$ cat src/rtl/control_unit.sv
// ---------------------------------------------------------------------------
// control_unit
//
// Hardwired Moore control sequencer for the bus-based datapath. It fetches an
// instruction in three states (T0-T2) through PC/MAR/MDR/IR, decodes the IR
// value fed back from the datapath, and then walks up to five execute states
// (T3-T7) that depend on the instruction class. A halt instruction parks the
// sequencer in HALT until clear is asserted.
//
// Every output is a combinational function of the state register and `ir`.
// While clear is high, every output, including run, is held at 0.
//
// Optional feature macro:
//   CU_MULDIV_EN  defined   -> mul (10000) / div (01111) run their 4-step
//                              execute sequence (Y, Z, LO, HI captures).
//                 undefined -> both opcodes decode as nop; HIin/LOin are
//                              never asserted. mfhi/mflo still operate.
//
// Ports:
//   clock        in   system clock, all state changes on the rising edge
//   clear        in   synchronous active-high reset (next state T0)
//   ir[31:0]     in   datapath IR: op[31:27] Ra[26:23] Rb[22:19] Rc[18:15]
//   Rin[15:0]    out  one-hot GPR write enables (bit n -> Rn)
//   Rout[15:0]   out  one-hot GPR bus-drive enables (bit n -> Rn)
//   HIin/HIout, LOin/LOout, Zin, Zhighout, Zlowout, Yin           out
//   MDRin, MDRout, MARin, PCin, PCout, IRin, IncPC, Cout,
//   InPortout, Out_portIn                                          out
//   read         out  memory read strobe (also MDR input mux select)
//   RAMwrite     out  memory write strobe
//   alu_op[4:0]  out  ALU opcode
//   run          out  high while sequencing; low in HALT or during clear
// ---------------------------------------------------------------------------
module control_unit (
    input  logic        clock,
    input  logic        clear,
    input  logic [31:0] ir,
    output logic [15:0] Rin,
    output logic [15:0] Rout,
    output logic        HIin,
    output logic        HIout,
    output logic        LOin,
    output logic        LOout,
    output logic        Zin,
    output logic        Zhighout,
    output logic        Zlowout,
    output logic        Yin,
    output logic        MDRin,
    output logic        MDRout,
    output logic        MARin,
    output logic        PCin,
    output logic        PCout,
    output logic        IRin,
    output logic        IncPC,
    output logic        Cout,
    output logic        InPortout,
    output logic        Out_portIn,
    output logic        read,
    output logic        RAMwrite,
    output logic [4:0]  alu_op,
    output logic        run
);

`ifdef CU_MULDIV_EN
    localparam bit MULDIV_EN = 1'b1;
`else
    localparam bit MULDIV_EN = 1'b0;
`endif

    // Opcodes
    localparam logic [4:0] OP_LD   = 5'b00000;
    localparam logic [4:0] OP_ST   = 5'b00010;
    localparam logic [4:0] OP_ADD  = 5'b00011;
    localparam logic [4:0] OP_SHL  = 5'b01011;
    localparam logic [4:0] OP_ADDI = 5'b01100;
    localparam logic [4:0] OP_ORI  = 5'b01110;
    localparam logic [4:0] OP_DIV  = 5'b01111;
    localparam logic [4:0] OP_MUL  = 5'b10000;
    localparam logic [4:0] OP_JR   = 5'b10101;
    localparam logic [4:0] OP_IN   = 5'b10110;
    localparam logic [4:0] OP_OUT  = 5'b10111;
    localparam logic [4:0] OP_MFLO = 5'b11000;
    localparam logic [4:0] OP_MFHI = 5'b11001;
    localparam logic [4:0] OP_HALT = 5'b11011;

    typedef enum logic [3:0] {
        T0   = 4'd0,
        T1   = 4'd1,
        T2   = 4'd2,
        T3   = 4'd3,
        T4   = 4'd4,
        T5   = 4'd5,
        T6   = 4'd6,
        T7   = 4'd7,
        HALT = 4'd8
    } state_t;

    state_t state;

    // IR fields
    logic [4:0] op;
    logic [3:0] ra;
    logic [3:0] rb;
    logic [3:0] rc;

    assign op = ir[31:27];
    assign ra = ir[26:23];
    assign rb = ir[22:19];
    assign rc = ir[18:15];

    // Instruction classes
    logic is_alu;
    logic is_imm;
    logic is_ld;
    logic is_st;
    logic is_mem;
    logic is_muldiv;
    logic is_halt;

    assign is_alu    = (op >= OP_ADD) && (op <= OP_SHL);
    assign is_imm    = (op >= OP_ADDI) && (op <= OP_ORI);
    assign is_ld     = (op == OP_LD);
    assign is_st     = (op == OP_ST);
    assign is_mem    = is_ld || is_st;
    assign is_muldiv = MULDIV_EN && ((op == OP_MUL) || (op == OP_DIV));
    assign is_halt   = (op == OP_HALT);

    function automatic logic [15:0] reg_sel(input logic [3:0] n);
        reg_sel = 16'h0001 << n;
    endfunction

    // -----------------------------------------------------------------------
    // State sequencing. clear overrides everything, including HALT.
    // -----------------------------------------------------------------------
    always_ff @(posedge clock) begin
        if (clear) begin
            state <= T0;
        end else begin
            case (state)
                T0: state <= T1;
                T1: state <= T2;
                T2: state <= T3;
                T3: begin
                    if (is_halt)
                        state <= HALT;
                    else if (is_alu || is_imm || is_mem || is_muldiv)
                        state <= T4;
                    else
                        state <= T0;
                end
                T4: state <= T5;
                T5: begin
                    if (is_mem || is_muldiv)
                        state <= T6;
                    else
                        state <= T0;
                end
                T6: begin
                    if (is_mem)
                        state <= T7;
                    else
                        state <= T0;
                end
                T7:      state <= T0;
                HALT:    state <= HALT;
                default: state <= T0;
            endcase
        end
    end

    // -----------------------------------------------------------------------
    // Strobe decode. Everything defaults to 0; the clear gate wraps the whole
    // decode so no strobe can leak out while reset is sampled.
    // -----------------------------------------------------------------------
    always_comb begin
        Rin        = 16'h0000;
        Rout       = 16'h0000;
        HIin       = 1'b0;
        HIout      = 1'b0;
        LOin       = 1'b0;
        LOout      = 1'b0;
        Zin        = 1'b0;
        Zhighout   = 1'b0;
        Zlowout    = 1'b0;
        Yin        = 1'b0;
        MDRin      = 1'b0;
        MDRout     = 1'b0;
        MARin      = 1'b0;
        PCin       = 1'b0;
        PCout      = 1'b0;
        IRin       = 1'b0;
        IncPC      = 1'b0;
        Cout       = 1'b0;
        InPortout  = 1'b0;
        Out_portIn = 1'b0;
        read       = 1'b0;
        RAMwrite   = 1'b0;
        alu_op     = 5'b00000;
        run        = 1'b0;

        if (!clear) begin
            run = (state != HALT);
            case (state)
                T0: begin
                    PCout = 1'b1;
                    MARin = 1'b1;
                    IncPC = 1'b1;
                    Zin   = 1'b1;
                end
                T1: begin
                    Zlowout = 1'b1;
                    PCin    = 1'b1;
                    read    = 1'b1;
                    MDRin   = 1'b1;
                end
                T2: begin
                    MDRout = 1'b1;
                    IRin   = 1'b1;
                end
                T3: begin
                    if (is_alu || is_imm || is_mem) begin
                        Rout = reg_sel(rb);
                        Yin  = 1'b1;
                    end else if (is_muldiv) begin
                        // mul/div latch Ra into Y, Rb goes through the bus next
                        Rout = reg_sel(ra);
                        Yin  = 1'b1;
                    end else begin
                        case (op)
                            OP_MFHI: begin
                                HIout = 1'b1;
                                Rin   = reg_sel(ra);
                            end
                            OP_MFLO: begin
                                LOout = 1'b1;
                                Rin   = reg_sel(ra);
                            end
                            OP_JR: begin
                                Rout = reg_sel(ra);
                                PCin = 1'b1;
                            end
                            OP_IN: begin
                                InPortout = 1'b1;
                                Rin       = reg_sel(ra);
                            end
                            OP_OUT: begin
                                Rout       = reg_sel(ra);
                                Out_portIn = 1'b1;
                            end
                            default: ;  // nop, halt, unused opcodes
                        endcase
                    end
                end
                T4: begin
                    if (is_alu) begin
                        Rout   = reg_sel(rc);
                        alu_op = op;
                        Zin    = 1'b1;
                    end else if (is_imm) begin
                        Cout   = 1'b1;
                        alu_op = op;
                        Zin    = 1'b1;
                    end else if (is_mem) begin
                        // effective address = Rb + C, always an add
                        Cout   = 1'b1;
                        alu_op = OP_ADD;
                        Zin    = 1'b1;
                    end else if (is_muldiv) begin
                        Rout   = reg_sel(rb);
                        alu_op = op;
                        Zin    = 1'b1;
                    end
                end
                T5: begin
                    if (is_alu || is_imm) begin
                        Zlowout = 1'b1;
                        Rin     = reg_sel(ra);
                    end else if (is_mem) begin
                        Zlowout = 1'b1;
                        MARin   = 1'b1;
                    end else if (is_muldiv) begin
                        Zlowout = 1'b1;
                        LOin    = 1'b1;
                    end
                end
                T6: begin
                    if (is_ld) begin
                        read  = 1'b1;
                        MDRin = 1'b1;
                    end else if (is_st) begin
                        // read low selects the bus into MDR
                        Rout  = reg_sel(ra);
                        MDRin = 1'b1;
                    end else if (is_muldiv) begin
                        Zhighout = 1'b1;
                        HIin     = 1'b1;
                    end
                end
                T7: begin
                    if (is_ld) begin
                        MDRout = 1'b1;
                        Rin    = reg_sel(ra);
                    end else if (is_st) begin
                        RAMwrite = 1'b1;
                    end
                end
                default: ;  // HALT: no strobes
            endcase
        end
    end

endmodule
$ cat config.mk
export PLATFORM = sky130hd
export DESIGN_NAME = control_unit
export DESIGN_NICKNAME = d
export VERILOG_FILES = /design/src/rtl/control_unit.sv
export SDC_FILE = /design/constraint.sdc
export NUM_CORES = 1
export LEC_CHECK = 0
export CAP_MARGIN = 20
export CORE_AREA = 2 2 74 76
export DETAILED_ROUTE_END_ITERATION = 8
export DIE_AREA = 0 0 76 78
export GPL_TIMING_DRIVEN = 0
export PLACE_DENSITY = 0.77
export SLEW_MARGIN = 5
export SYNTH_ARGS = -nofsm -noshare
export SYNTH_HDL_FRONTEND = slang
export SYNTH_SLANG_ARGS = --single-unit
$ cat constraint.sdc
create_clock -name clock -period 3 [get_ports clock]
set_clock_uncertainty 0.1 [all_clocks]
set_input_delay 0.3 -clock clock [delete_from_list [all_inputs] [get_ports clock]]
set_output_delay 0.3 -clock clock [all_outputs]
set_load 0.01 [all_outputs]
== Word level (Yosys, flattened, before mapping) ==
Index checks and enable logic that the tools add are counted.
Word-level totals
  output and inout bits: 58
  memories kept: 0
  ROM bits: 0
  bits in registers: 4
  bits in writable memories: 0
  bits in latches: 0
  input bits: 34
  logic and storage cells: 110
Operators by class
  divide/modulo/power cells: 0
  bitwise gates (word level): 0
  add/subtract/negate cells: 0
  magnitude comparators: 4
  reduce and logical (&&, ||, !) cells: 9
  equality and inequality tests: 16
  shifts and indexed selects: 3
  multiplexer cells: 77
  multipliers: 0
Operators with widths (count)
  $mux W16: 11
  $pmux W16 S3: 2
  $shl A1 B4 Y16 const A: 3
  $mux W1: 47
  $pmux W4 S8: 1
  $eq A5 B5 Y1 const B: 6
  $mux W5: 4
  $eq A4 B3 Y1 const B: 4
  $pmux W1 S2: 7
  $le A5 B4 Y1 const B: 2
  $mux W3: 3
  $eq A4 B2 Y1 const B: 2
  $eq A5 B2 Y1 const B: 1
  $ge A5 B2 Y1 const B: 1
  $ge A5 B4 Y1 const B: 1
  $logic_not A5 Y1: 1
  $eq A4 B1 Y1 const B: 1
  $eq A4 B4 Y1 const B: 1
  $logic_not A4 Y1: 1
  $mux W4: 1
  $ne A4 B4 Y1 const B: 1
  $logic_or A1 B1 Y1: 3
  $reduce_or A3 Y1: 1
  $logic_and A1 B1 Y1: 2
  other kinds (2): 2

== Depth between registers and ports, before layout ==
Gate-level depths: netlist (run 1).
  depth after elaboration: 7
  gate-level depth with buffers: 7
  depth with buffers taken out: 4

== Worst setup path after synthesis (run 1) ==
Ideal clock, no wire load.
  kind: input to output
  from: input ir[29]
  to: output Rout[15]
  stages on the path: 7
  path slack: 0.546 ns
  data required time: 2.600 ns
  arrival time: 2.054 ns
  buffers on the path: 3
  cell sequence: buf_2 > or4_4 > buf_6 > or4_1 > buf_2 > or2_0 > o221ai_1
Between the ends
  longest elaborated chain between the ends: 7
  elaborated cells on any way between the ends: 21
  those cells by class: order compare (4); eq/ne (3); mux (7); reduce/logical (7)
RTL lines
  start, declared: RTL line 36  | input logic [31:0] ir,
  $ge A5 B2 Y1, or another cell as far along: RTL line 119  | assign is_alu = (op >= OP_ADD) && (op <= OP_SHL);
  $logic_and A1 B1 Y1 (on tied branches): RTL line 119, 120
  $logic_or A1 B1 Y1 (2 in a row): RTL line 220  | if (is_alu || is_imm || is_mem) begin
  $mux W16: RTL line 220
  $pmux W16 S3 (*): RTL line 202  | case (state)
  $mux W16 (*): RTL line 200  | if (!clear) begin
  end, declared: RTL line 38  | output logic [15:0] Rout,
Every way passes the cells marked *; elsewhere a longest branch is shown, timed or not.

== Worst setup path in the final report (run 1) ==
  from: input ir[31]
  to: output Rout[15]
Same word-level chain as after synthesis.

==> results of run 1 <==
## what timing repair did
item                                    in CTS  in global routing
gates resized for setup                     27                 19
endpoints found under the setup margin      43                 18
buffers inserted                             1                  1
pin swaps                                    2                  2
## where the power goes
part	total [uW]	leakage, uW	switching [uW]	internal (uW)
combinational	210	0.000886	122	87.6
sequential	63.6	0.0000331	6.60	57.0
clock	117	0.0000216	31.1	85.8
## layout by cell type, fill, tap and decap left out, types with 7 or more instances in the layout
cell	netlist	routed
sky130_fd_sc_hd__buf_4	5	7
sky130_fd_sc_hd__nor2_1	39	37
sky130_fd_sc_hd__clkdlybuf4s50_1	0	43
sky130_fd_sc_hd__nand2_1	19	19
sky130_fd_sc_hd__o221ai_1	12	12
sky130_fd_sc_hd__nor3_1	7	7
sky130_fd_sc_hd__nand3_1	15	15
sky130_fd_sc_hd__nor4_1	9	8
sky130_fd_sc_hd__dlygate4sd2_1	0	18
sky130_fd_sc_hd__clkbuf_1	17	11
sky130_fd_sc_hd__nand2b_1	10	10
sky130_fd_sc_hd__inv_1	7	7
sky130_fd_sc_hd__and3_1	8	8
## cell families (layout without fill, tap and decap cells)
logic type	Yosys count	after routing	synth area share (%)
buffers and inverters	34	104	10.65
and+or+nand+nor	153	153	55.56
adders and majority gates	1	1	0.6452
other	1	4	0.2417
xor gates and xnor gates	1	1	0.5646
DFF	4	4	5.161
AOI/OAI and AO/OA	51	51	27.18
## stage by stage
stage / setup TNS, ns / total power [uW] / cells / utilization, %
6_report: 0 / 390.3 / 388 / 48.29
4_1_cts: -0.01800 / 378.5 / 387 / 46.95
3_3_place_gp: -10.20 / 255.4 / 385 / 46.03
3_5_place_dp: -11.05 / 259.0 / 385 / 46.03
5_1_grt: 0 / 416.7 / 388 / 48.29
2_1_floorplan: 0 / 181.2 / 248 / -
## area by class of cell
class / instances / area (um^2)
Fill cell: 519 / 2608
Multi-Input combinational cell: 210 / 1379
Timing Repair Buffer: 69 / 678.2
Buffer: 25 / 141.4
Tap cell: 70 / 87.58
Sequential cell: 4 / 81.33
Clock buffer: 3 / 41.29
Inverter: 7 / 26.28
## critical path: stages
cell and delay [ns]:
sky130_fd_sc_hd__dlygate4sd2_1 0.28, sky130_fd_sc_hd__or4_4 0.49, sky130_fd_sc_hd__buf_6 0.16, sky130_fd_sc_hd__or4_1 0.50, sky130_fd_sc_hd__buf_2 0.17, sky130_fd_sc_hd__or2_0 0.22
sky130_fd_sc_hd__o221ai_1 0.09, sky130_fd_sc_hd__dlygate4sd2_1 0.30
## final timing paths
check | start | to
hold / removal | ir[30] | state[1]
setup / recovery | ir[31] | Rout[15]
hold reg to reg | state[3] | state[3]
setup reg to reg | state[0] | state[3]
## metal layers
layer	share of wire, %	track usage [%]
met1	42	27.42
met2	48	33.75
met3	8.1	2.907
met4	2.4	5.818
met5	0	0
==> run summary, run 1 <==
- **result of the run** completed
- **total cell area at the placement stage** 2321 um^2
- **hold-fix buffer count after cts** 0
- **Worst Path Max Fanout** 9
- **total standard cell area after synthesis** 1551 um^2
- **Setup CP Type** in2out
- **cell type with the highest aggregate area in the netlist** sky130_fd_sc_hd__nor2_1
- **area share of the largest cell type after synthesis** 9.435%
- **TritonCTS clock tree** done
- **sequential element share of the synthesized area** 5.161%
- **Final Hold Viols** 0
- **HPWL Detailed** 4.941 mm
- **number of warnings reported in the yosys synthesis log** 0
- **clock root buffer** sky130_fd_sc_hd__clkbuf_8
- **height of the die** 78 um
- **clock latency reported for the late side of the worst-skew pair** 0.22 ns
- **critical path required time** 2.60 ns
- **Worst R2R Path Depth** 5
- **vias in the first global route** 2022
- **Initial Util** 30.77%
- **Syn Inst Count** 245
- **registers with the highest flip-flop counts** state (4)
- **number of unique standard cell types used by synthesis** 53
- **hold_ws** 0.4759 ns
- **Worst Setup Start Kind** input pin
- **cts bufs inserted** 3
- **max frequency** 343.2 MHz
- **vias post-DR** 2337
- **count of boundary I/O pins** 92
- **count of flip-flops with a built-in enable after synthesis** 0
- **Post-synth top cells** 39 x sky130_fd_sc_hd__nor2_1, 19 x sky130_fd_sc_hd__nand2_1, 17 x sky130_fd_sc_hd__clkbuf_1
- **syn_area_per_cell** 6.333 um^2
- **fraction of the cycle the final worst path needs** 97.12%
- **number of clock sinks seen by CTS** 4
- **area of the die** 5928 um^2
- **Slew @ Worst Pin** 0.5182 ns
- **final count of negative-setup-slack endpoints** 0
- **GRT Overall Usage** 20.33%
- **Area growth, synth to finish** 56.94%
- **IO buf count** 67
- **path type of the worst min-delay path** in2reg
- **Slew headroom** 65.38%
- **most instantiated flip-flop cell in the synthesis netlist** sky130_fd_sc_hd__dfxtp_1
- **RSZ-0062 raised after global routing** no
- **number of flip-flops and latches in the synthesized netlist** 4
- **overflow left after global routing** 0
- **static leakage** 0.0009411 uW
- **Reg with most FFs** state
- **remaining design rule violation count** 0
- **async set-or-reset flop fraction in the synthesized netlist** 0%
- **smallest setup slack after layout** 0.08643 ns
- **DR WL/cell** 16.56 um
- **reg2reg setup slack** 1.38 ns
- **largest net degree at the start of global routing** 11
- **setup slack at placement** -0.4296 ns
- **most used standard cell by instance count after synthesis** sky130_fd_sc_hd__nor2_1
- **max FFs per register** 4
- **Core Rows** 26
- **Critical Path Sink Type** primary output
- **n_diodes** 0
- **Area contributors post-synth** sky130_fd_sc_hd__nor2_1 9.4%, sky130_fd_sc_hd__o221ai_1 6.8%, sky130_fd_sc_hd__dfxtp_1 5.2%
- **total detailed-routing wirelength** 6.426 mm
- **H-tree levels** 1
- **mean number of vias per cell** 6.023
- **number of nets in the final layout** 354
- **Horiz. Die Dim** 76 um
- **buffer depth of the longest clock path** 2
- **areal power density over the cells** 160.3 nW/um^2
- **fin. max-slew vios** 0
- **antenna viol nets, final** 0
- **clock transition time at the flip-flop clock pins of the worst setup and hold paths** 0.04 ns
- **Core Area** 5042 um^2
- **number of DRC markers after the initial detailed-route iteration** 186
- **fraction of final layout cells sized beyond drive strength 1** 12.26%
- **initial antenna violation count** 0
- **data arrival time of the worst path** 2.51 ns
- **Worst Hold Depth** 4
- **MaxCap Viol Count** 0
- **Worst VDD drop** 0.2705 mV
- **post-route cell area** 2435 um^2
- **shortest clock period the worst path allows after layout** 2.914 ns
- **gp weighted congestion** 0.9554
- **wire length of the first global-routing pass** 10.12 mm
- **length of the first detailed-routing pass in iterations** 5
Power figures use the tool's default switching activity.
==> run 2, diff against run 1 <==
Settings changed: GPL_TIMING_DRIVEN 0 to unset.
==> run 2 against run 1 <==
  * Utilization rose by 2.3 points
  * Fmax fell by 0.47%
  * Die area did not move
  * Sequential power fell by 5.7%
  * Sequential share of layout area fell by 0.20 points
  * Final cell count rose by 4.6%
  * Hold slack improved by 0.045 ns
  * Design area rose by 4.7%
  * Combinational power rose by 9%
  * First-iteration DRC count rose by 29%
  * Largest power group unchanged
  * Highest routed layer unchanged
==> run summary, run 2 (synthesis results as in run 1) <==
- **length of the first detailed-routing pass in iterations** 6, +1
- **path type of the worst min-delay path** reg2reg
- **Worst R2R Path Depth** 3, -2
- **cts bufs inserted** 3, unchanged
- **count of boundary I/O pins** 92, unchanged
- **HPWL Detailed** 4.990 mm, +1.0%
- **remaining design rule violation count** 0, unchanged
- **sum of internal, switching and leakage power** 410.8 uW, +5.2%
- **mean number of vias per cell** 5.840, -3.0%
- **final count of negative-setup-slack endpoints** 0, unchanged
- **data arrival time of the worst path** 2.53 ns, +0.02 ns
- **MaxCap Viol Count** 0, unchanged
- **buffer depth of the longest clock path** 2, unchanged
- **relative contribution of combinational cells to total power** 55.9%, +2.2 points
- **smallest setup slack after layout** 0.07277 ns, -0.01365 ns
- **number of fill cells in the layout** 526, +1.3%
- **areal power density over the cells** 161.2 nW/um^2, +0.54%
- **register share of total power** 14.6%, -1.7 points
- **most frequent cells in the layout** 39 x sky130_fd_sc_hd__nor2_1, 38 x sky130_fd_sc_hd__buf_4, 37 x sky130_fd_sc_hd__clkdlybuf4s50_1
- **registers with the highest flip-flop counts** state (4)
- **TritonCTS clock tree** done
- **Worst Setup Start Kind** input pin
- **shortest clock period the worst path allows after layout** 2.927 ns, +0.01365 ns
- **initial antenna violation count** 0, unchanged
- **Worst Hold Launch** state[3]
- **Worst Path Max Fanout** 8, -1
- **gp weighted congestion** 0.9488, -0.69%
- **Area growth, synth to finish** 64.27%
- **critical path required time** 2.60 ns, about the same
- **area of the die** 5928 um^2, unchanged
- **vias post-DR** 2371, +1.5%
- **Slew @ Worst Pin** 0.5226 ns, +0.004436 ns
- **vias in the first global route** 2108, +4.3%
- **total cell area at the placement stage** 2530 um^2, +9.0%
- **IO buf count** 72, +7.5%
- **overflow left after global routing** 0, unchanged
- **height of the die** 78 um, unchanged
- **fraction of final layout cells sized beyond drive strength 1** 20.83%, +8.6 points
- **GRT Overall Usage** 20.96%, +0.63 points
- **largest net degree at the start of global routing** 19, +8
- **post-route cell area** 2549 um^2, +4.7%
- **most numerous cell on the critical path** sky130_fd_sc_hd__clkdlybuf4s50_1
- **Core Rows** 26, unchanged
- **Worst Hold Depth** 2, -2
- **Slew headroom** 64.84%, -0.55 points
- **startpoint of the worst register-to-register path** state[3]
- **internal power of the cells** 249.4 uW, +8.2%
- **CP Cell Sequence** clkdlybuf4s50_1 > or2_2 > buf_4 > nor4_1 > nor3b_1 > clkdlybuf4s50_1
- **DR WL/cell** 15.79 um, -4.7%
- **Initial Util** 30.77%, unchanged
- **Horiz. Die Dim** 76 um, unchanged
- **final setup TNS** 0 ns, unchanged
- **Worst path slowest cell** sky130_fd_sc_hd__clkdlybuf4s50_1
- **fraction of the cycle the final worst path needs** 97.57%, +0.46 points
- **Final Hold Viols** 0, unchanged
- **result of the run** completed
- **n_diodes** 0, unchanged
- **static leakage** 0.001006 uW, +6.9%
- **H-tree levels** 1, unchanged
- **Worst VDD drop** 0.1330 mV, -51%
- **number of nets in the final layout** 372, +5.1%
- **endpoint of the most critical register-to-register path** state[1]
- **max frequency** 341.6 MHz, -0.47%
- **RSZ-0062 raised after global routing** no
- **net switching fraction of the power** 39.30%, -1.7 points
- **portion of total power attributed to the clock network** 29.5%, -0.5 points
- **clock root buffer** sky130_fd_sc_hd__clkbuf_8
- **hold-fix buffer count after cts** 0, unchanged
- **clock transition time at the flip-flop clock pins of the worst setup and hold paths** 0.04 ns, about the same
- **reg2reg setup slack** 1.56 ns, +0.18 ns
- **most frequent standard cell in the layout excluding fill and tap cells** sky130_fd_sc_hd__nor2_1
- **fin. max-slew vios** 0, unchanged
- **Core Area** 5042 um^2, unchanged
- **Max stage delay on crit path** 0.58 ns, +0.08 ns
- **max FFs per register** 4, unchanged
- **delay-heaviest family, CP** buffers and inverters
- **setup slack at placement** -0.2544 ns, +0.1752 ns
- **worst-case hold path end point** state[3]
- **antenna viol nets, final** 0, unchanged
- **switching power total** 161.4 uW, +0.99%
- **WP buf/inv** 3, -1
- **Reg with most FFs** state
- **clock latency reported for the late side of the worst-skew pair** 0.23 ns, about the same
- **Critical Path Sink Type** primary output
- **Setup CP Type** in2out
- **total detailed-routing wirelength** 6.409 mm, -0.26%
- **number of DRC markers after the initial detailed-route iteration** 240, +29%
- **wire length of the first global-routing pass** 10.29 mm, +1.8%
- **number of clock sinks seen by CTS** 4, unchanged
run 2: cell count changes in the layout (fill, tap and decap cells not counted), sizes merged:
cell / delta
buf: +28
clkdlybuf4s50: -6
clkbuf: -5
dlymetal6s2s: -5
clkdlybuf4s15: +4
dlygate4sd2: +2
run 2: worst max path at each step:
stage	startpoint	to	slack, ns	cells after the start
2_1_floorplan	ir[29]	Rout[15]	0.55	7
3_3_place_gp	ir[30]	Rout[6]	-0.21	7
3_5_place_dp	ir[30]	Rin[0]	-0.25	8
4_1_cts	ir[30]	MARin	0.003	7
5_1_grt	ir[30]	Rin[4]	0.001	8
6_report	clear	alu_op[2]	0.07	6
run 2: power groups by stage:
stage | clock network (uW) | logic, uW | registers, uW
3_5_place_dp | 0 | 221 | 60.6
2_1_floorplan | 0 | 120 | 60.7
5_1_grt | 127 | 247 | 60.6
6_report | 121 | 229 | 60.0
3_3_place_gp | 0 | 216 | 60.6
4_1_cts | 121 | 222 | 59.7
run 2: layout make-up:
type	count	area, um^2	area share, %
clock buffer	3	41.29	1.620
inverter	7	26.28	1.031
multi-input combinational	210	1349	52.92
sequential	4	80.08	3.142
tap	70	87.58	3.436
timing repair buffer	112	964.7	37.85
run 2: routing by layer:
metal,vias to the layer above,routed length [um],global-route usage (%)
met3,15,428,2.791
met4,0,100,5.091
met5,-,0,0
li1,1120,-,-
met2,125,3162,37.05
met1,1111,2718,26.99
run 2: timing repair:
action                                  4_1_cts  5_1_grt
gates resized for setup                      37       29
endpoints found under the setup margin       34       32
buffers inserted                              1        1
run 2: tightest hold or removal path: stages, from the launching register on:
cell and delay, ns:
sky130_fd_sc_hd__dfxtp_1 0.37, sky130_fd_sc_hd__a21oi_1 0.15, sky130_fd_sc_hd__nor3_1 0.05
run 2: through the flow:
stage                     instances  hold slack [ns]  util, %
final                           406           0.5208    50.55
after global routing            406           0.5384    50.55
after CTS                       405           0.5064    50.57
after detailed placement        401           0.4987    50.17
after global placement          401           0.4959    50.17
after floorplan                 248           0.2768        -
==> run 3, diff against run 2 <==
Settings changed: CORE_AREA 2 2 74 76 to 2 2 67 69, DIE_AREA 0 0 76 78 to 0 0 69 71, PLACE_DENSITY 0.77 to 0.9.
==> run 3 against run 2 <==
  * Die area shrank 17%
  * Sequential share of layout area is essentially flat
  * Combinational power is essentially flat
  * Largest power group unchanged
  * Flip-flop and latch count is the same
  * Setup slack lost 0.015 ns
  * Fmax shrank 0.51%
  * Clock-buffer cell count is the same
  * Via count grew 0.46%
  * Critical path type unchanged
  * Register-to-register slack gained 0.06 ns
==> run summary, run 3 (synthesis results as in run 1) <==
- **max frequency** 339.9 MHz, -0.51%
- **post-route cell area** 2547 um^2, about the same
- **total detailed-routing wirelength** 6.268 mm, -2.2%
- **met2 usage** 40.71%, +3.7 points
- **Slew @ Worst Pin** 0.5557 ns, +0.03307 ns
- **H-tree levels** 1, unchanged
- **largest net degree at the start of global routing** 18, -1
- **Max stage delay on crit path** 0.53 ns, -0.05 ns
- **Final Hold Viols** 0, unchanged
- **Critical Path Sink Type** primary output
- **smallest setup slack after layout** 0.05784 ns, -0.01493 ns
- **vias post-DR** 2382, +0.46%
- **remaining design rule violation count** 0, unchanged
- **fin. max-slew vios** 0, unchanged
- **MaxCap Viol Count** 0, unchanged
- **max FFs per register** 4, unchanged
- **most frequent cells in the layout** 38 x sky130_fd_sc_hd__nor2_1, 38 x sky130_fd_sc_hd__buf_4, 36 x sky130_fd_sc_hd__clkdlybuf4s50_1
- **GR met3 Demand/Resource** 2.422%, -0.37 points
- **Setup CP Type** in2out
- **critical path required time** 2.60 ns, about the same
- **setup slack at placement** -0.2926 ns, -0.03823 ns
- **overflow left after global routing** 0, unchanged
- **Slew headroom** 62.61%, -2.2 points
- **buffer depth of the longest clock path** 2, unchanged
- **hold-fix buffer count after cts** 0, unchanged
- **layer carrying the most global-route usage** met2
- **CP Cell Sequence** clkdlybuf4s50_1 > buf_4 > buf_4 > and4_1 > or3_1 > nor2_2 > o31a_1 > clkdlybuf4s50_1
- **height of the die** 71 um, -9.0%
- **Area growth, synth to finish** 64.19%, about the same
- **wire length of the first global-routing pass** 9.970 mm, -3.1%
- **HPWL Detailed** 4.875 mm, -2.3%
- **DR WL/cell** 16.20 um, +2.6%
- **count of boundary I/O pins** 92, unchanged
- **Core Rows** 24, -7.7%
- **clock transition time at the flip-flop clock pins of the worst setup and hold paths** 0.03 ns, about the same
- **final count of negative-setup-slack endpoints** 0, unchanged
- **n_diodes** 0, unchanged
- **mean number of vias per cell** 6.155, +5.4%
- **total cell area at the placement stage** 2515 um^2, -0.59%
- **registers with the highest flip-flop counts** state (4)
- **antenna viol nets, final** 0, unchanged
- **GRT Overall Usage** 23.97%, +3.0 points
- **shortest clock period the worst path allows after layout** 2.942 ns, +0.01493 ns
- **fraction of the cycle the final worst path needs** 98.07%, +0.50 points
- **IO buf count** 72, unchanged
- **data arrival time of the worst path** 2.54 ns, about the same
- **Initial Util** 36.90%, +6.1 points
- **number of DRC markers after the initial detailed-route iteration** 243, +1.3%
- **fraction of final layout cells sized beyond drive strength 1** 17.91%, -2.9 points
- **Worst Setup Start Kind** input pin
- **length of the first detailed-routing pass in iterations** 5, -1
- **number of clock sinks seen by CTS** 4, unchanged
- **gp weighted congestion** 0.9855, +3.9%
- **vias in the first global route** 2158, +2.4%
- **RSZ-0062 raised after global routing** no
- **areal power density over the cells** 157.6 nW/um^2, -2.2%
- **Horiz. Die Dim** 69 um, -9.2%
- **Worst VDD drop** 0.2472 mV, +86%
- **clock root buffer** sky130_fd_sc_hd__clkbuf_8
- **cts bufs inserted** 3, unchanged
- **area of the die** 4899 um^2, -17%
- **clock latency reported for the late side of the worst-skew pair** 0.22 ns, about the same
- **Worst Path Max Fanout** 16, +8
- **initial antenna violation count** 0, unchanged
- **path type of the worst min-delay path** reg2reg
- **result of the run** completed
- **met1 capacity usage during global routing** 32.08%, +5.1 points
- **Worst path slowest cell** sky130_fd_sc_hd__clkdlybuf4s50_1
- **number of nets in the final layout** 371, -0.27%
- **Core Area** 4204 um^2, -17%
- **Reg with most FFs** state
- **static leakage** 0.001047 uW, +4.1%
- **TritonCTS clock tree** done
-- run 3: cell types whose count changed in the layout (fill, tap and decap cells not counted), sizes merged --
cell,delta
clkbuf,-10
dlygate4sd2,+15
dlymetal6s2s,-1
clkdlybuf4s15,-3
clkdlybuf4s50,-1
buf,-1
-- run 3: repair_timing --
action / in CTS / in global routing
buffers inserted: 0 / 0
pin swaps: 2 / 1
endpoints found under the hold margin: 0 / 0
resized for setup: 41 / 4
endpoints found under the setup margin: 35 / 5
-- run 3: critical path, delay by kind of cell --
kind	cells	cell delay [ns]
compound gates	1	0.17
buf+inv	4	1.29
simple gates	3	0.77
-- run 3: through the flow --
step / power (uW) / cells / hold slack (ns) / util [%] / TNS [ns]
3_5_place_dp: 282.5 / 384 / 0.4543 / 59.82 / -5.096
6_report: 401.5 / 387 / 0.4643 / 60.60 / 0
4_1_cts: 396.2 / 387 / 0.4609 / 60.30 / 0
5_1_grt: 421.2 / 387 / 0.4820 / 60.60 / 0
3_3_place_gp: 277.6 / 384 / 0.4246 / 59.82 / -4.188
2_1_floorplan: 181.2 / 248 / 0.2768 / - / 0
-- run 3: area by class of cell --
type / instances / area [um^2]
Sequential cell: 4 / 80.08
Fill cell: 388 / 1657
Timing Repair Buffer: 111 / 982.2
Clock buffer: 3 / 41.29
Inverter: 7 / 26.28
Tap cell: 52 / 65.06
Multi-Input combinational cell: 210 / 1353
-- run 3: final timing paths --
path / from / endpoint / slack [ns] / cells past startpoint
max: ir[30] / alu_op[0] / 0.06 / 8
min: state[2] / state[3] / 0.46 / 1
max reg2reg: state[1] / state[3] / 1.62 / 6
min reg2reg: state[2] / state[3] / 0.46 / 1
-- run 3: where the power goes --
| group | internal (uW) | switching, uW |
|---|---|---|
| sequential | 56.7 | 2.38 |
| combinational | 107 | 123 |
| clock | 85.4 | 26.6 |
-- run 3: metal layers --
metal	up-vias	wire [um]
met5	-	0
met4	0	132
met3	16	576
met2	145	3030
met1	1105	2529
li1	1116	-
==> edit, RTL diff (flow settings as in run 1) <==
Add a define of `CU_MULDIV_EN`.
--- a/src/rtl/control_unit.sv
+++ b/src/rtl/control_unit.sv
@@ -31,4 +31,6 @@
 //   run          out  high while sequencing; low in HALT or during clear
 // ---------------------------------------------------------------------------
+`define CU_MULDIV_EN
+
 module control_unit (
     input  logic        clock,
Formal check against the unedited RTL: not equivalent (Yosys sat finds a counterexample within 4 cycles, from zero or initial values).
==> edit against run 1 <==
Critical path depth stayed put; first-iteration DRC count is 30% lower; combinational power is 3% lower; cell area is 7.6% higher; worst setup slack worse by 0.070 ns; sequential cell count stayed put; routed wire length is 2.9% higher; non-clock buffer count is 10 higher; power is 3.4% lower; critical endpoint is now Rout[8]; highest routed layer unchanged; fmax is 2.3% lower; area after synthesis is 3.8% lower; worst hold slack better by 0.11 ns.
==> edit: results (changes against run 1) <==
Route
  – DRT Pass-1 Iters: 5 (unchanged)
  – DRT Wirelength: 6615 um (was 6426 um)
  – Initial DRC count: 130 (was 186)
  – DR vias: 2342 (was 2337)

Timing
  – Max-Slew Margin vs Limit: 60.73% (was 65.38%)
  – Final Cycle Share: 99.45% (was 97.12%)
  – Hold WS: 0.5871 ns (was 0.4759 ns)

Worst hold path
  – Hold depth: 3 (was 4)
  – HP Class: reg -> reg (was in -> reg)
  – Hold Crit Start: state[2] (was ir[30])
  – Hold Path Sink: state[2] (was state[1])

Placement
  – DP HPWL: 4756 um (was 4941 um)
  – Placed cells: 398 (was 385)
  – Pre-CTS setup slack: -0.6748 ns (was -0.4296 ns)
  – Placer Congestion: 0.8771 (was 0.9554)
  – Buffers on Ports: 73 (was 67)

Setup path
  – Slowest cell on crit path: or4b_4 (was or4_1)
  – R2R Setup Slk: 1.40 ns (was 1.38 ns)
  – Crit-path max FO: 10 (was 9)
  – Reg-to-Reg End: state[3] (unchanged)
  – Crit-path max cell delay: 0.57 ns (was 0.50 ns)
  – Critical Path AT: 2.58 ns (was 2.51 ns)

Synthesis
  – Unique masters post-synth: 51 (was 53)
  – Leading cell types by total area after synthesis: nor3_1 11%, nor2_1 7.3%, nand2b_1 7.1% (was nor2_1 9.4%, o221ai_1 6.8%, dfxtp_1 5.2%)
  – Sequential share of the synthesized area: 5.365% (was 5.161%)
  – Synth cell count leaders: 33 x nor3_1, 29 x nor2_1, 25 x nand2_1 (was 39 x nor2_1, 19 x nand2_1, 17 x clkbuf_1)
  – Syn Inst Count: 255 (was 245)

Pwr
  – Leakage: 1.015 nW (was 0.9411 nW)
  – Sw Pwr: 0.0001548 W (was 0.0001599 W)
  – Peak VDD IR: 104.3 uV (was 270.5 uV)

Finish
  – Inserted Diodes: 0 (unchanged)
  – NumNets Final: 371 (was 354)
  – Share of layout cells above drive strength 1: 20.60% (was 12.26%)
  – Final Non-Filler Cells: 405 (was 388)

Clocking
  – Worst-path clk slew: 0.03 ns
  – Clock buffer depth: 2 (unchanged)
  – Clock Root Buffer: clkbuf_8 (unchanged)
  – Total CTS buffers: 3 (unchanged)
  – Later-pin clock latency in the skew report: 0.22 ns (about the same)

GRT
  – Vias in the first global route: 2154 (was 2022)
  – Tot GR Track Use: 20.13% (was 20.33%)
  – First-pass GRT wire length: 10180 um (was 10120 um)

Run status
  – Status: complete, no violations (unchanged)
edit: cell types whose count changed after synthesis, moves of 9 or more:
| cell | run 1 | this run |
|---|---|---|
| o221ai_1 | 12 | 2 |
| nand3_1 | 15 | 6 |
| nor2_1 | 39 | 29 |
| a21oi_1 | 3 | 14 |
| nor3_1 | 7 | 33 |
edit: stage by stage:
step	utilization (%)	instance area, um2	total power, W
2_1_floorplan	-	1493	0.0001597
5_1_grt	51.94	2619	0.0003975
3_5_place_dp	45.83	2311	0.0002366
4_1_cts	49.88	2515	0.0003675
3_3_place_gp	45.83	2311	0.0002351
6_report	51.94	2619	0.0003772
edit: cell families after synthesis:
kind of cell	count (synthesis)	synth area share [%]
AND/OR/NAND/NOR	170	63.03
AO/OA/AOI/OAI	51	22.80
buffers and inverters	30	8.800
flip-flops	4	5.365
edit: power by group through the flow:
stage / combinational (W) / sequential (W) / clock [W]
after floorplan: 0.000100 / 0.0000595 / 0
after global placement: 0.000175 / 0.0000605 / 0
after detailed placement: 0.000176 / 0.0000606 / 0
after CTS: 0.000193 / 0.0000604 / 0.000114
after global routing: 0.000219 / 0.0000610 / 0.000117
final: 0.000204 / 0.0000607 / 0.000112
edit: final cells by class:
type	count	area, um2
multi-input combinational	221	1533
inverter	3	11.26
tap	70	87.58
timing repair buffer	77	705.7
fill	523	2424
sequential	4	81.33
clock buffer	3	41.29
buffer	27	158.9
edit: how the worst max path moves through the flow:
stage | from | cells after the start | endpoint
finish | state[3] | 8 | Rout[8]
global route | state[3] | 8 | Rout[8]
CTS | state[3] | 8 | Rout[12]
detailed placement | ir[27] | 8 | Rout[14]
global placement | ir[27] | 8 | Rout[14]
floorplan | state[3] | 5 | Rout[7]
edit: routing by layer:
layer	GRT usage, %	vias up	wire [um]
li1	-	1123	-
met1	24.48	1051	2858
met3	2.442	24	475
met5	0	-	0
met2	36.34	144	3038
met4	7.455	0	242
edit: timing repair:
item                       in CTS  in global routing
pin swaps                       3                  6
setup endpoints to repair      39                 18
cloned                          0                  1
setup buffers                   1                  2
gates resized for setup        91                 40
edit: worst max-delay path, delay by kind of cell (launching register included):
family,cells,cell delay [ns]
and+or+nand+nor,3,1.37
buffers and inverters,3,0.50
DFF,1,0.29
AOI/OAI and AO/OA,2,0.19
